===== src/rtl/da_column_mac.sv =====
// Bit-serial distributed-arithmetic MAC for one 7-pixel kernel column.
// A latched column is walked MSB-first one bit-plane per cycle. Each plane
// indexes two 4-input weight LUTs whose sum is shift-accumulated into the
// dot product, which is then held on a valid/ready output.
module da_column_mac #(
    parameter int PIX_W      = 8,
    parameter int KERNEL_H   = 7,   // only 7 is supported
    parameter int ACC_W      = 16,
    parameter int SIGNED_PIX = 0,
    parameter logic signed [4:0] WEIGHT_0 = 5'sd1,
    parameter logic signed [4:0] WEIGHT_1 = -5'sd2,
    parameter logic signed [4:0] WEIGHT_2 = 5'sd3,
    parameter logic signed [4:0] WEIGHT_3 = -5'sd4,
    parameter logic signed [4:0] WEIGHT_4 = 5'sd5,
    parameter logic signed [4:0] WEIGHT_5 = -5'sd6,
    parameter logic signed [4:0] WEIGHT_6 = 5'sd7
) (
    input  logic                      clk,
    input  logic                      rst_n,
    input  logic                      in_valid,
    output logic                      in_ready,
    input  logic [KERNEL_H*PIX_W-1:0] pix_flat,
    output logic                      out_valid,
    input  logic                      out_ready,
    output logic [ACC_W-1:0]          result
);

    localparam int CNT_W = (PIX_W > 1) ? $clog2(PIX_W) : 1;
    localparam logic [CNT_W-1:0] CNT_TOP = CNT_W'(PIX_W - 1);

    typedef enum logic [1:0] {IDLE = 2'd0, RUN = 2'd1, DONE = 2'd2} state_t;

    state_t                      state_q, state_d;
    logic [KERNEL_H*PIX_W-1:0]   pix_q, pix_d;
    logic [CNT_W-1:0]            cnt_q, cnt_d;
    logic signed [ACC_W-1:0]     acc_q, acc_d;
    logic signed [ACC_W-1:0]     result_q, result_d;
    logic                        out_valid_q, out_valid_d;

    logic [6:0]                  plane;
    logic signed [ACC_W-1:0]     lut_lo, lut_hi, lut_sum;

    // Signed sum of the weights selected by a 4-bit slice of the bit-plane;
    // this is the contents of one 16-entry DA lookup table.
    function automatic logic signed [ACC_W-1:0] lut4(
        input logic [3:0]        sel,
        input logic signed [4:0] w0,
        input logic signed [4:0] w1,
        input logic signed [4:0] w2,
        input logic signed [4:0] w3
    );
        logic signed [ACC_W-1:0] s;
        s = '0;
        if (sel[0]) s = s + ACC_W'(w0);
        if (sel[1]) s = s + ACC_W'(w1);
        if (sel[2]) s = s + ACC_W'(w2);
        if (sel[3]) s = s + ACC_W'(w3);
        return s;
    endfunction

    // Current bit-plane and its two-group LUT lookup (group 0 padded with a zero weight).
    always_comb begin
        plane = '0;
        for (int j = 0; j < 7; j++) begin
            plane[j] = pix_q[j*PIX_W + int'(cnt_q)];
        end
        lut_lo  = lut4({1'b0, plane[2:0]}, WEIGHT_0, WEIGHT_1, WEIGHT_2, 5'sd0);
        lut_hi  = lut4(plane[6:3], WEIGHT_3, WEIGHT_4, WEIGHT_5, WEIGHT_6);
        lut_sum = lut_lo + lut_hi;
    end

    // Next-state and datapath: accept, shift-accumulate planes, hold result.
    always_comb begin
        state_d     = state_q;
        pix_d       = pix_q;
        cnt_d       = cnt_q;
        acc_d       = acc_q;
        result_d    = result_q;
        out_valid_d = out_valid_q;
        case (state_q)
            IDLE: begin
                if (in_valid) begin
                    pix_d   = pix_flat;
                    cnt_d   = CNT_TOP;
                    state_d = RUN;
                end
            end
            RUN: begin
                // The MSB plane carries negative weight for two's-complement pixels.
                if (cnt_q == CNT_TOP) begin
                    acc_d = (SIGNED_PIX != 0) ? -lut_sum : lut_sum;
                end else begin
                    acc_d = (acc_q <<< 1) + lut_sum;
                end
                if (cnt_q == '0) begin
                    result_d    = acc_d;
                    out_valid_d = 1'b1;
                    state_d     = DONE;
                end else begin
                    cnt_d = cnt_q - CNT_W'(1);
                end
            end
            DONE: begin
                if (out_ready) begin
                    out_valid_d = 1'b0;
                    state_d     = IDLE;
                end
            end
            default: state_d = IDLE;
        endcase
    end

    // State and datapath registers; reset discards any column in flight.
    always_ff @(posedge clk or negedge rst_n) begin
        if (!rst_n) begin
            state_q     <= IDLE;
            pix_q       <= '0;
            cnt_q       <= '0;
            acc_q       <= '0;
            result_q    <= '0;
            out_valid_q <= 1'b0;
        end else begin
            state_q     <= state_d;
            pix_q       <= pix_d;
            cnt_q       <= cnt_d;
            acc_q       <= acc_d;
            result_q    <= result_d;
            out_valid_q <= out_valid_d;
        end
    end

    assign in_ready  = (state_q == IDLE);
    assign out_valid = out_valid_q;
    assign result    = result_q;

endmodule


===== config.mk =====
export PLATFORM = sky130hd
export DESIGN_NAME = da_column_mac
export DESIGN_NICKNAME = d
export VERILOG_FILES = /design/src/rtl/da_column_mac.sv
export SDC_FILE = /design/constraint.sdc
export NUM_CORES = 1
export LEC_CHECK = 0
export BUFFER_PORTS_ARGS = -buffer_cell sky130_fd_sc_hd__clkbuf_2
export CORE_MARGIN = 2
export CORE_UTILIZATION = 58
export DETAILED_ROUTE_END_ITERATION = 8
export MAX_ROUTING_LAYER = met4
export PLACE_DENSITY = 0.87
export SLEW_MARGIN = 20
export SYNTH_ARGS = -nofsm -noshare
export SYNTH_HDL_FRONTEND = slang
export SYNTH_SLANG_ARGS = --single-unit

===== constraint.sdc =====
create_clock -name clk -period 5.47 [get_ports clk]
set_input_delay 1.641 -clock clk [delete_from_list [all_inputs] [get_ports clk]]
set_output_delay 1.641 -clock clk [all_outputs]
set_load 0.05 [all_outputs]

# Word level (Yosys, flattened, before mapping)
# Cells that the tools add are included.
# Widths: inputs -> output; s select.
word_totals:
  reg_bits: 93
  word_cells: 81
  output_inout_bits: 18
  in_bits: 60
op_classes:
  n_mux: 38
  reduce_logical: 9
  order_cmp: 7
  add_sub_neg: 14
  n_eq_ne: 7
op_table:
  columns: ["op", "n"]
  rows:
  - ["$mux 16", 7]
  - ["$add 16x4->16 const B", 3]
  - ["$bmux 1 s6", 6]
  - ["$add 16x16->16", 2]
  - ["$add 6x3->7 const A", 3]
  - ["$lt 7x7->1 const B", 3]
  - ["$add 16x2->16 const B", 1]
  - ["$add 16x3->16 const B", 1]
  - ["$mux 1", 16]
  - ["$lt 6x7->1 const B", 2]
  - ["$add 5x3->6 const A", 2]
  - ["$reduce_and 3->1", 3]
  - ["$ne 2x2->1 const B", 4]
  - ["$lt 3x7->1 const B", 1]
  - ["$lt 5x7->1 const B", 1]
  - ["$mux 2", 3]
  - ["$mux 3", 2]
  - ["$pmux 2 s3", 1]
  - ["$pmux 3 s2", 1]
  - ["$add 4x3->5 const A", 1]
  - ["$reduce_and 2->1", 2]
  - ["$reduce_bool 2->1", 2]
  - ["$bmux 1 s3", 1]
  - ["$eq 3x3->1 const B", 1]
  - ["6 further kinds", 6]

# Logic depth before layout (Yosys ltp)
# Gate-level depths: netlist of the first run.
logic_depth:
  ltp_word: 14
  ltp_mapped: 23
  ltp_nobuf: 20

# Least setup slack after synthesis of the first run
# OpenSTA, ideal clock, no wires.
synth_path:
  path_type: "register to register"
  startpoint: "register cnt_q[0]"
  endpoint: "register result_q[15], in the netlist result[15]"
  setup_ns: 0.076
  arrival_time_ns: 4.934
  path_buffers: 3
  required_time_ns: 5.394
  synth_period_minus_slack_ns: 5.010
  path_stages_with_launch: 23
  path_slack_ns: 0.460
  path_cell_list: "dfrtp_1 > buf_2 > buf_4 > mux4_2 > mux2_2 > ha_1 > ha_1 > nand2_1 > ha_1 > mux2i_1 > ha_1 > clkbuf_1 > a21boi_0 > o21a_1 > o31a_1 > inv_1 > ha_1 > a21oi_1 > nor2_1 > a211oi_1 > o31ai_4 > xnor3_1 > o21ai_1"
synth_between:
  elab_chain_len: 14
  elab_cells_between_ends: 44
  classes_between: "13 x add/sub; 1 x eq/ne; 28 x mux; 2 x reduce/logical"
synth_lines:
  columns: ["item", "line", "rtl"]
  rows:
  - ["from (decl)", "35", "logic [CNT_W-1:0] cnt_q, cnt_d;"]
  - ["from (signal assigned)", "125", "cnt_q <= cnt_d;"]
  - ["$add 5x3->6", "65", "plane[j] = pix_q[j*PIX_W + int'(cnt_q)];"]
  - ["$bmux 1 s6", "65", null]
  - ["$mux 1 (implied by the code) (2 in a row)", "65", null]
  - ["$mux 16", "54", "if (sel[0]) s = s + ACC_W'(w0);"]
  - ["$add 16x4->16", "55", "if (sel[1]) s = s + ACC_W'(w1);"]
  - ["$mux 16", "55", null]
  - ["$add 16x4->16", "56", "if (sel[2]) s = s + ACC_W'(w2);"]
  - ["$mux 16", "56", null]
  - ["$add 16x4->16", "57", "if (sel[3]) s = s + ACC_W'(w3);"]
  - ["$mux 16", "57", null]
  - ["$add 16x16->16", "69", "lut_sum = lut_lo + lut_hi;"]
  - ["$add 16x16->16", "93", "acc_d = (acc_q <<< 1) + lut_sum;"]
  - ["$mux 16", "90", "if (cnt_q == CNT_TOP) begin"]
  - ["to (signal assigned)", "127", "result_q <= result_d;"]
  - ["to (decl)", "37", "logic signed [ACC_W-1:0] result_q, result_d;"]
# Several ways; a longest one is shown, not always the timed one. The select of a mux whose other input is x is not followed.
# A chain may end at the register's enable or synchronous reset.

# Worst setup path in the final report of the first run
layout_path:
  startpoint: "register cnt_q[0]"
  endpoint: "register result_q[12], in the netlist result[12]"
# Same word-level chain as after synthesis.

==> reports/metrics.yaml, run 1 <==
async_reset_ff_share_pct: 100
worst_pin_slew_ns: 0.841
drt_pass1_iterations: 5
fmax_ghz: 0.192
vias: 4154
grt_pass1_wl_um: 19900
setup_tns_ns: 0
drt_iter0_drc: 229
grt_max_degree: 69
yosysWarnings: 0
cap_violations: 0
antenna_found_initial: 0
arrival_ns: 5.48
highest_layer: "met4"
finalCritPeriodShare_pct: 95.4
cp.buffers_inverters: 3
worstSetupStartpointType: "register"
min-delay-start: "result[7]$_DFFE_PN0P_"
die_x_um: 101
insertedDiodeCount: 0
crit_path_top_delay_cell: "mux4_2"
die_y_um: 101
wl_per_cell_um: 18.0
clock_latency_ns: 0.37
cp-end-kind: "register"
area_growth_pct: 13.0
hp-class: "register to register"
clock_path_buffers: 2
initial_core_util_pct: 59.5
hold_viol: 0
synth_top_flop_cell: "dfrtp_1"
cts_hold_buf: 0
status: "completed"
die-area_um2: 10200
drive_gt1_share_pct: 33.6
port_buffers: 77
final_nets: 657
root_buffer: "clkbuf_8"
dpl.hpwl_um: 8920
cts_htree_levels: 3
drt-total-wl_um: 12200
path_clk_slew_ns: 0.10
wl_met3_um: 663
io-pin-count: 78
via_per_inst: 6.12
syn_avg_cell_area_um2: 11.1
crit_path_max_fanout: 7
ant_nets: 0
layout_min_cycle_time_ns: 5.22
crit_path_start: "cnt_q[0]$_DFFE_PN0P_"
grt_setup_unrepaired: "false"
cpPeakStageDelay_ns: 0.52
met1_length_um: 4980
synth_seq_cells: 93
grt_usage_pct: 25.7
setup_viol: 0
slew_headroom_pct: 43.9
finClkSkew_ns: 0.0107
synth_edf_count: 0
wl_met2_um: 6210
cts_made_buffers: 9
place.gp.congestion: 0.957
drc: 0
path_cells: "buf_4 > mux4_2 > mux2i_1 > buf_4 > ha_1 > mux2i_1 > inv_1 > fa_1 > nor2b_1 > o21ai_0 > a21boi_1 > a211oi_1 > o21a_1 > ha_1 > and3_1 > and2_0 > o31a_1 > or4_1 > a41o_1"
grt_pass1_vias: 4232
synthCells: 490
final_util_pct: 67.2
clock-sinks: 93
synth_cell_types: 54
crit_type: "register to register"
path_delay_family: "compound AO/OA/AOI/OAI gates"
syn_area_um2: 5450
rows: 35
crit_required_ns: 5.73
cts_tree: "done"
finalMaxSlewViolations: 0
fillers: 653
ys_seq_area_share_pct: 42.7
rr_startpoint: "cnt_q[0]$_DFFE_PN0P_"
globalRouteOverflowTotal: 0
synth_nets: 584
core_area_um2: 9150
## kinds of logic (layout without fill, tap and decap cells)
family | after synthesis | count (layout) | synth area share [%]
AO/OA/AOI/OAI | 118 | 118 | 14.4
AND/OR/NAND/NOR | 102 | 102 | 8.41
flip-flops | 93 | 93 | 42.7
multiplexers | 84 | 84 | 20.1
buffers and inverters | 41 | 119 | 3.08
adder cells (fa/ha/maj) | 34 | 34 | 8.09
XOR/XNOR | 18 | 18 | 3.15
## cells in the final DEF, fill, tap and decap left out, types with 6 or more instances in the layout
cell type / count
ha_1: 32
a21oi_1: 30
mux2_2: 61
clkbuf_2: 76
o21ai_0: 25
nand2_1: 47
inv_1: 15
nor2_1: 22
buf_4: 11
clkbuf_8: 9
mux4_2: 14
a21o_1: 8
mux2i_1: 7
xnor2_1: 11
o21a_1: 9
xor2_1: 6
dfrtp_1: 92
## metrics by stage
step | worst slack, ns | instances | hold slack [ns] | cell area, um^2
3_3_place_gp | 0.242 | 663 | 0.459 | 5940
2_1_floorplan | 0.460 | 490 | 0.452 | 5450
4_1_cts | 0.0457 | 679 | 0.493 | 6130
6_report | 0.254 | 679 | 0.487 | 6150
5_1_grt | 0.0217 | 679 | 0.513 | 6150
3_5_place_dp | 0.0858 | 663 | 0.470 | 5940
## metal layers
metal,up-vias,track usage [%]
met5,-,-
met1,2027,31.7
met4,0,9.67
met2,163,42.2
met3,35,4.85
li1,1929,-
## worst reg2reg max path, delay by kind of cell, from the launching register on
kind                       cells  cell delay (ns)
AOI/OAI and AO/OA              6             1.32
adders and majority gates      3             1.06
buffers and inverters          3             0.47
DFF                            1             0.39
muxes                          3             0.90
and+or+nand+nor                4             0.99
## final cells by class
| type | count | area, um^2 | share of cell area (%) |
|---|---|---|---|
| timing repair buffer | 88 | 474 | 7.71 |
| sequential | 93 | 2330 | 37.9 |
| clock buffer | 9 | 124 | 2.01 |
| tap | 111 | 139 | 2.26 |
| clock inverter | 7 | 65.1 | 1.06 |
| inverter | 15 | 56.3 | 0.915 |
| multi-input combinational | 356 | 2960 | 48.2 |
## Yosys cell counts (9+ instances only)
cell type  instances  area (um^2)
o21ai_0           27          135
clkbuf_1          17         63.8
nand2_1           47          176
ha_1              32          400
o21a_1             9         67.6
nor2_1            22         82.6
dfrtp_1           93         2330
mux2_2            61          687
inv_1             15         56.3
xnor2_1           11         96.3
a21oi_1           30          150
mux4_2            14          315
## timing repair
action	CTS	global route
resized for setup	0	8
setup endpoints to repair	0	12
hold endpoints to repair	0	0
setup buffers	0	0
## state kept, by name (all words and copies together) (netlist names)
| register | cells |
|---|---|
| pix_q | 56 |
| result | 16 |
| acc_q | 15 |
| cnt_q | 3 |
| state_q | 2 |
| out_valid | 1 |
## path summary, 6_finish.rpt
| path | slack (ns) | endpoint | cells past startpoint |
|---|---|---|---|
| min | 0.49 | result[7]$_DFFE_PN0P_ | 2 |
| max | 0.25 | result[12]$_DFFE_PN0P_ | 19 |
| max reg2reg | 0.25 | result[12]$_DFFE_PN0P_ | 19 |
| min reg2reg | 0.49 | result[7]$_DFFE_PN0P_ | 2 |
| min in group asynchronous | 1.37 | result[9]$_DFFE_PN0P_ | 1 |
| max in group asynchronous | 3.23 | pix_q[34]$_DFFE_PN0P_ | 2 |
Power of run 1 is left out: the tool's default activity adds up to more than one toggle a clock period on the data nets, which glitch-free logic cannot reach.
==> inputs of run 2 (changes only) <==
--- a/config.mk
+++ b/config.mk
@@ -7,10 +7,10 @@
 export LEC_CHECK = 0
 export BUFFER_PORTS_ARGS = -buffer_cell sky130_fd_sc_hd__clkbuf_2
 export CORE_MARGIN = 2
-export CORE_UTILIZATION = 58
+export CORE_UTILIZATION = 36
 export DETAILED_ROUTE_END_ITERATION = 8
 export MAX_ROUTING_LAYER = met4
-export PLACE_DENSITY = 0.87
+export PLACE_DENSITY = 0.6
 export SLEW_MARGIN = 20
 export SYNTH_ARGS = -nofsm -noshare
 export SYNTH_HDL_FRONTEND = slang
==> run 2 against run 1 <==
Against the previous run:
- first-iteration DRC count decreased by 2.6%
- setup slack improved by 0.0061 ns
- core utilization decreased by 23 points
- register-to-register slack about the same
- worst hold slack got worse by 0.0069 ns
- via count decreased by 2.9%
==> reports/metrics.yaml, run 2 (synthesized netlist as in run 1, its figures left out) <==
layout_min_cycle_time_ns: 5.21
crit_path_top_delay_cell: "mux4_2"
worstSetupStartpointType: "register"
die_x_um: 127
initial_core_util_pct: 37.2
drc: 0
insertedDiodeCount: 0
post_cts_buffers: 0
slew_headroom_pct: 41.1
die-area_um2: 16100
worst_pin_slew_ns: 0.884
top_register: "pix_q"
core_area_um2: 14600
io-pin-count: 78
place.gp.congestion: 0.934
drt_pass1_iterations: 4
cts_resized: 0
hold_viol: 0
root_buffer: "clkbuf_16"
grt_pass1_wl_um: 20500
status: "completed"
grt_max_degree: 67
clock_path_buffers: 2
setup_tns_ns: 0
crit_required_ns: 5.71
cts_tree: "done"
cts_hold_buf: 0
port_buffers: 77
rows: 44
path_clk_slew_ns: 0.07
drive_gt1_share_pct: 33.8
crit_path_max_fanout: 18
vias: 4034
grt_usage_pct: 16.6
clock-sinks: 93
finClkSkew_ns: 0.0103
cp-end-kind: "register"
grt_pass1_vias: 4142
path_cells: "buf_12 > mux4_2 > mux2_2 > ha_1 > ha_1 > nand2_1 > ha_1 > mux2i_1 > ha_1 > a21boi_0 > o31ai_1 > buf_4 > ha_1 > and3_1 > and2_0 > o31a_1 > or4_1 > a41o_1"
cap_violations: 0
drt-total-wl_um: 12400
use_met3_pct: 4.44
drt_iter0_drc: 223
grt_setup_unrepaired: "false"
arrival_ns: 5.45
hp-class: "register to register"
antenna_found_initial: 0
crit_top_cell: "ha_1"
globalRouteOverflowTotal: 0
area_growth_pct: 17.6
dpl.hpwl_um: 9170
crit_type: "register to register"
use_met2_pct: 26.0
cts_htree_levels: 3
clock_latency_ns: 0.35
use_met1_pct: 21.4
fmax_ghz: 0.192
finalMaxSlewViolations: 0
wl_per_cell_um: 16.4
die_y_um: 127
busiest_layer: "met2"
cpPeakStageDelay_ns: 0.52
setup_viol: 0
finalCritPeriodShare_pct: 95.2
largest_reg_flops: 56
mostFrequentLayoutCells: "dfrtp_1, clkbuf_2, mux2_2, nand2_1, ha_1"
final_common_cell: "dfrtp_1"
cts_made_buffers: 9
final_nets: 661
via_per_inst: 5.34
ant_nets: 0
==> run 2: area by class of cell <==
class                      count  area [um^2]
clock inverter                 6         70.1
multi-input combinational    356         2970
fill                        1377         8240
clock buffer                   9          225
timing repair buffer          92          526
sequential                    93         2330
tap                          184          230
inverter                      15         56.3
==> run 2: worst max-delay path, delay by kind of cell, from the launching register on <==
kind	cells	cell delay (ns)
compound gates	4	0.98
flops	1	0.37
mux	3	0.88
fa+ha+maj	5	1.62
buf+inv	2	0.36
simple gates	4	0.89
==> run 2: metrics by stage <==
step	hold slack, ns	setup slack (ns)	cells	instance area (um^2)	util, %
after floorplan	0.452	0.460	490	5450	-
after global placement	0.465	0.318	740	6090	41.6
after detailed placement	0.471	0.237	740	6090	41.6
after CTS	0.486	0.229	755	6390	43.6
after global routing	0.513	0.0208	755	6400	43.7
final	0.480	0.260	755	6400	43.7
==> run 2: path summary, 6_finish.rpt <==
kind | to | start | slack [ns] | cells after the start
worst max-delay path | result[12]$_DFFE_PN0P_ | cnt_q[0]$_DFFE_PN0P_ | 0.26 | 18
worst min-delay path | result[7]$_DFFE_PN0P_ | result[7]$_DFFE_PN0P_ | 0.48 | 2
worst max register to register | result[12]$_DFFE_PN0P_ | cnt_q[0]$_DFFE_PN0P_ | 0.26 | 18
worst min register to register | result[7]$_DFFE_PN0P_ | result[7]$_DFFE_PN0P_ | 0.48 | 2
max in group asynchronous | pix_q[1]$_DFFE_PN0P_ | rst_n | 3.14 | 2
min in group asynchronous | acc_q[13]$_DFFE_PN0P_ | rst_n | 1.40 | 1
==> run 2: per-layer routing <==
layer,wire length [um],vias up
li1,-,1933
met4,204,0
met1,5680,1980
met2,5910,105
met3,595,16
met5,0,-
Power of run 2 is left out for the same reason.
==> inputs of run 3 (changes only) <==
--- a/config.mk
+++ b/config.mk
@@ -5,8 +5,10 @@
 export SDC_FILE = /design/constraint.sdc
 export NUM_CORES = 1
 export LEC_CHECK = 0
+export ABC_AREA = 1
+export ABC_CLOCK_PERIOD_IN_PS = 5470
 export BUFFER_PORTS_ARGS = -buffer_cell sky130_fd_sc_hd__clkbuf_2
-export CORE_MARGIN = 2
+export CORE_MARGIN = 1.5
 export CORE_UTILIZATION = 36
 export DETAILED_ROUTE_END_ITERATION = 8
 export MAX_ROUTING_LAYER = met4
==> run 3 against run 2 <==
Against the previous run:
- worst hold slack better by 0.00053 ns
- first-iteration DRC count down 1.8%
- sequential share of layout area down 0.66 points
- design area up 1.9%
- area after synthesis up 4.7%
- largest cell class unchanged
- fmax up 7.4%
- setup slack better by 0.36 ns
==> reports/metrics.yaml, run 3 <==
status: "completed"
initial_core_util_pct: 37.2
clock_path_buffers: 2
synth_edf_count: 0
globalRouteOverflowTotal: 0
clock_latency_ns: 0.36
fillers: 1624
final_util_pct: 42.6
highest_layer: "met4"
vias: 5083
crit_path_top_delay_cell: "dfrtp_1"
setup_viol: 0
wl_met3_um: 480
dpl.hpwl_um: 9820
die_y_um: 129
mostFrequentLayoutCells: "nand2_1, dfrtp_1, clkbuf_2, nand3_1, nor2_1"
multi_input_area_um2: 2980
drc: 0
drive_gt1_share_pct: 13.9
drt_pass1_iterations: 4
met1_length_um: 6630
grt_max_degree: 65
core_area_um2: 15300
worstSetupEndpoint: "result[15]$_DFFE_PN0P_"
synth_commonest_cells: "nand2_1, dfrtp_1, nand3_1"
fmax_ghz: 0.206
syn_avg_cell_area_um2: 7.12
setup_tns_ns: 0
synth_top_area_share_pct: 40.8
crit_top_cell: "nand2_1"
rows: 45
synthCells: 801
path_delay_family: "adder cells"
worstSetupStartpointType: "register"
synth_top_flop_cell: "dfrtp_1"
area_growth_pct: 14.3
synth_seq_cells: 93
rrSetupSlack_ns: 0.62
path_clk_slew_ns: 0.07
slew_headroom_pct: 35.1
dp.cells: 1065
drt-total-wl_um: 13600
via_per_inst: 4.70
cts_hold_buf: 0
crit_path_max_fanout: 17
die_x_um: 129
hp-class: "register to register"
cap_violations: 0
grt_usage_pct: 18.6
clock-sinks: 93
r2r-end: "result[15]$_DFFE_PN0P_"
cts_made_buffers: 9
crit_type: "register to register"
post_cts_buffers: 0
drt_iter0_drc: 219
top_register: "pix_q"
cts_htree_levels: 3
async_reset_ff_share_pct: 100
root_buffer: "clkbuf_16"
cp.buffers_inverters: 3
synth_most_common_cell: "nand2_1"
cpPeakStageDelay_ns: 0.59
io-pin-count: 78
ant_nets: 0
yosysWarnings: 0
antenna_found_initial: 0
fin_cells: 1081
crit_required_ns: 5.71
crit_path_start: "cnt_q[1]$_DFFE_PN0P_"
grt_setup_unrepaired: "false"
synth_nets: 895
die-area_um2: 16600
crit_cells: 28
final_nets: 959
grt_pass1_vias: 5051
worst_pin_slew_ns: 0.971
cts_resized: 0
arrival_ns: 5.09
wl_per_cell_um: 12.6
ys_seq_area_share_pct: 40.8
rr_startpoint: "cnt_q[1]$_DFFE_PN0P_"
finClkSkew_ns: 0.00957
port_buffers: 77
cts_tree: "done"
reg2reg_depth: 28
layout.area.seq_um2: 2330
yosysTopAreaCell: "dfrtp_1"
synth_area_leaders: "dfrtp_1, nand2_1, ha_1"
synth_cell_types: 39
wl_met2_um: 6220
hold_viol: 0
largest_reg_flops: 56
syn_area_um2: 5700
grt_pass1_wl_um: 23700
place.gp.congestion: 0.898
final_common_cell: "nand2_1"
finalMaxSlewViolations: 0
finalCritPeriodShare_pct: 88.7
insertedDiodeCount: 0
layout_min_cycle_time_ns: 4.85
cp-end-kind: "register"
==> run 3: worst min-delay path: stages (launching register included) <==
cell and delay [ns]:
dfrtp_1 0.34, nand2_1 0.05, nand2_1 0.05
==> run 3: how the worst min path moves through the flow <==
stage	start	end	slack, ns	cells after the start
finish	pix_q[5]$_DFFE_PN0P_	pix_q[5]$_DFFE_PN0P_	0.48	2
global route	pix_q[41]$_DFFE_PN0P_	pix_q[41]$_DFFE_PN0P_	0.50	2
CTS	pix_q[5]$_DFFE_PN0P_	pix_q[5]$_DFFE_PN0P_	0.48	2
detailed placement	pix_q[5]$_DFFE_PN0P_	pix_q[5]$_DFFE_PN0P_	0.47	2
global placement	pix_q[14]$_DFFE_PN0P_	pix_q[14]$_DFFE_PN0P_	0.46	2
floorplan	pix_q[10]$_DFFE_PN0P_	pix_q[10]$_DFFE_PN0P_	0.44	2
==> run 3: final cells by class <==
| cell class | count | share of cell area, % |
|---|---|---|
| Multi-Input combinational cell | 619 | 45.8 |
| Sequential cell | 93 | 35.7 |
| Timing Repair Buffer | 83 | 6.64 |
| Tap cell | 211 | 4.05 |
| Clock buffer | 9 | 3.45 |
| Inverter | 59 | 3.40 |
| Clock inverter | 7 | 0.998 |
==> run 3: through the flow <==
stage	worst slack (ns)	area, um^2	hold WS [ns]
global placement	0.759	6230	0.463
finish	0.619	6520	0.481
global route	0.00253	6520	0.498
detailed placement	0.633	6230	0.465
CTS	0.637	6520	0.484
floorplan	1.28	5700	0.444
==> run 3: logic make-up (layout without fill, tap and decap cells) <==
kind of cell	Yosys count	after routing	synth area share, %
AO/OA/AOI/OAI	81	81	8.18
XOR/XNOR	11	11	1.69
adder cells (fa/ha/maj)	34	34	7.72
buffers and inverters	89	158	6.91
flip-flops	93	93	40.8
multiplexers	1	1	0.176
AND/OR/NAND/NOR	492	492	34.5
==> run 3: per-layer routing <==
layer / global-route usage (%) / vias up
met5: - / -
met4: 6.01 / 0
met3: 3.41 / 23
met2: 29.9 / 93
met1: 23.7 / 2297
li1: - / 2670
Power of run 3 is left out for the same reason.
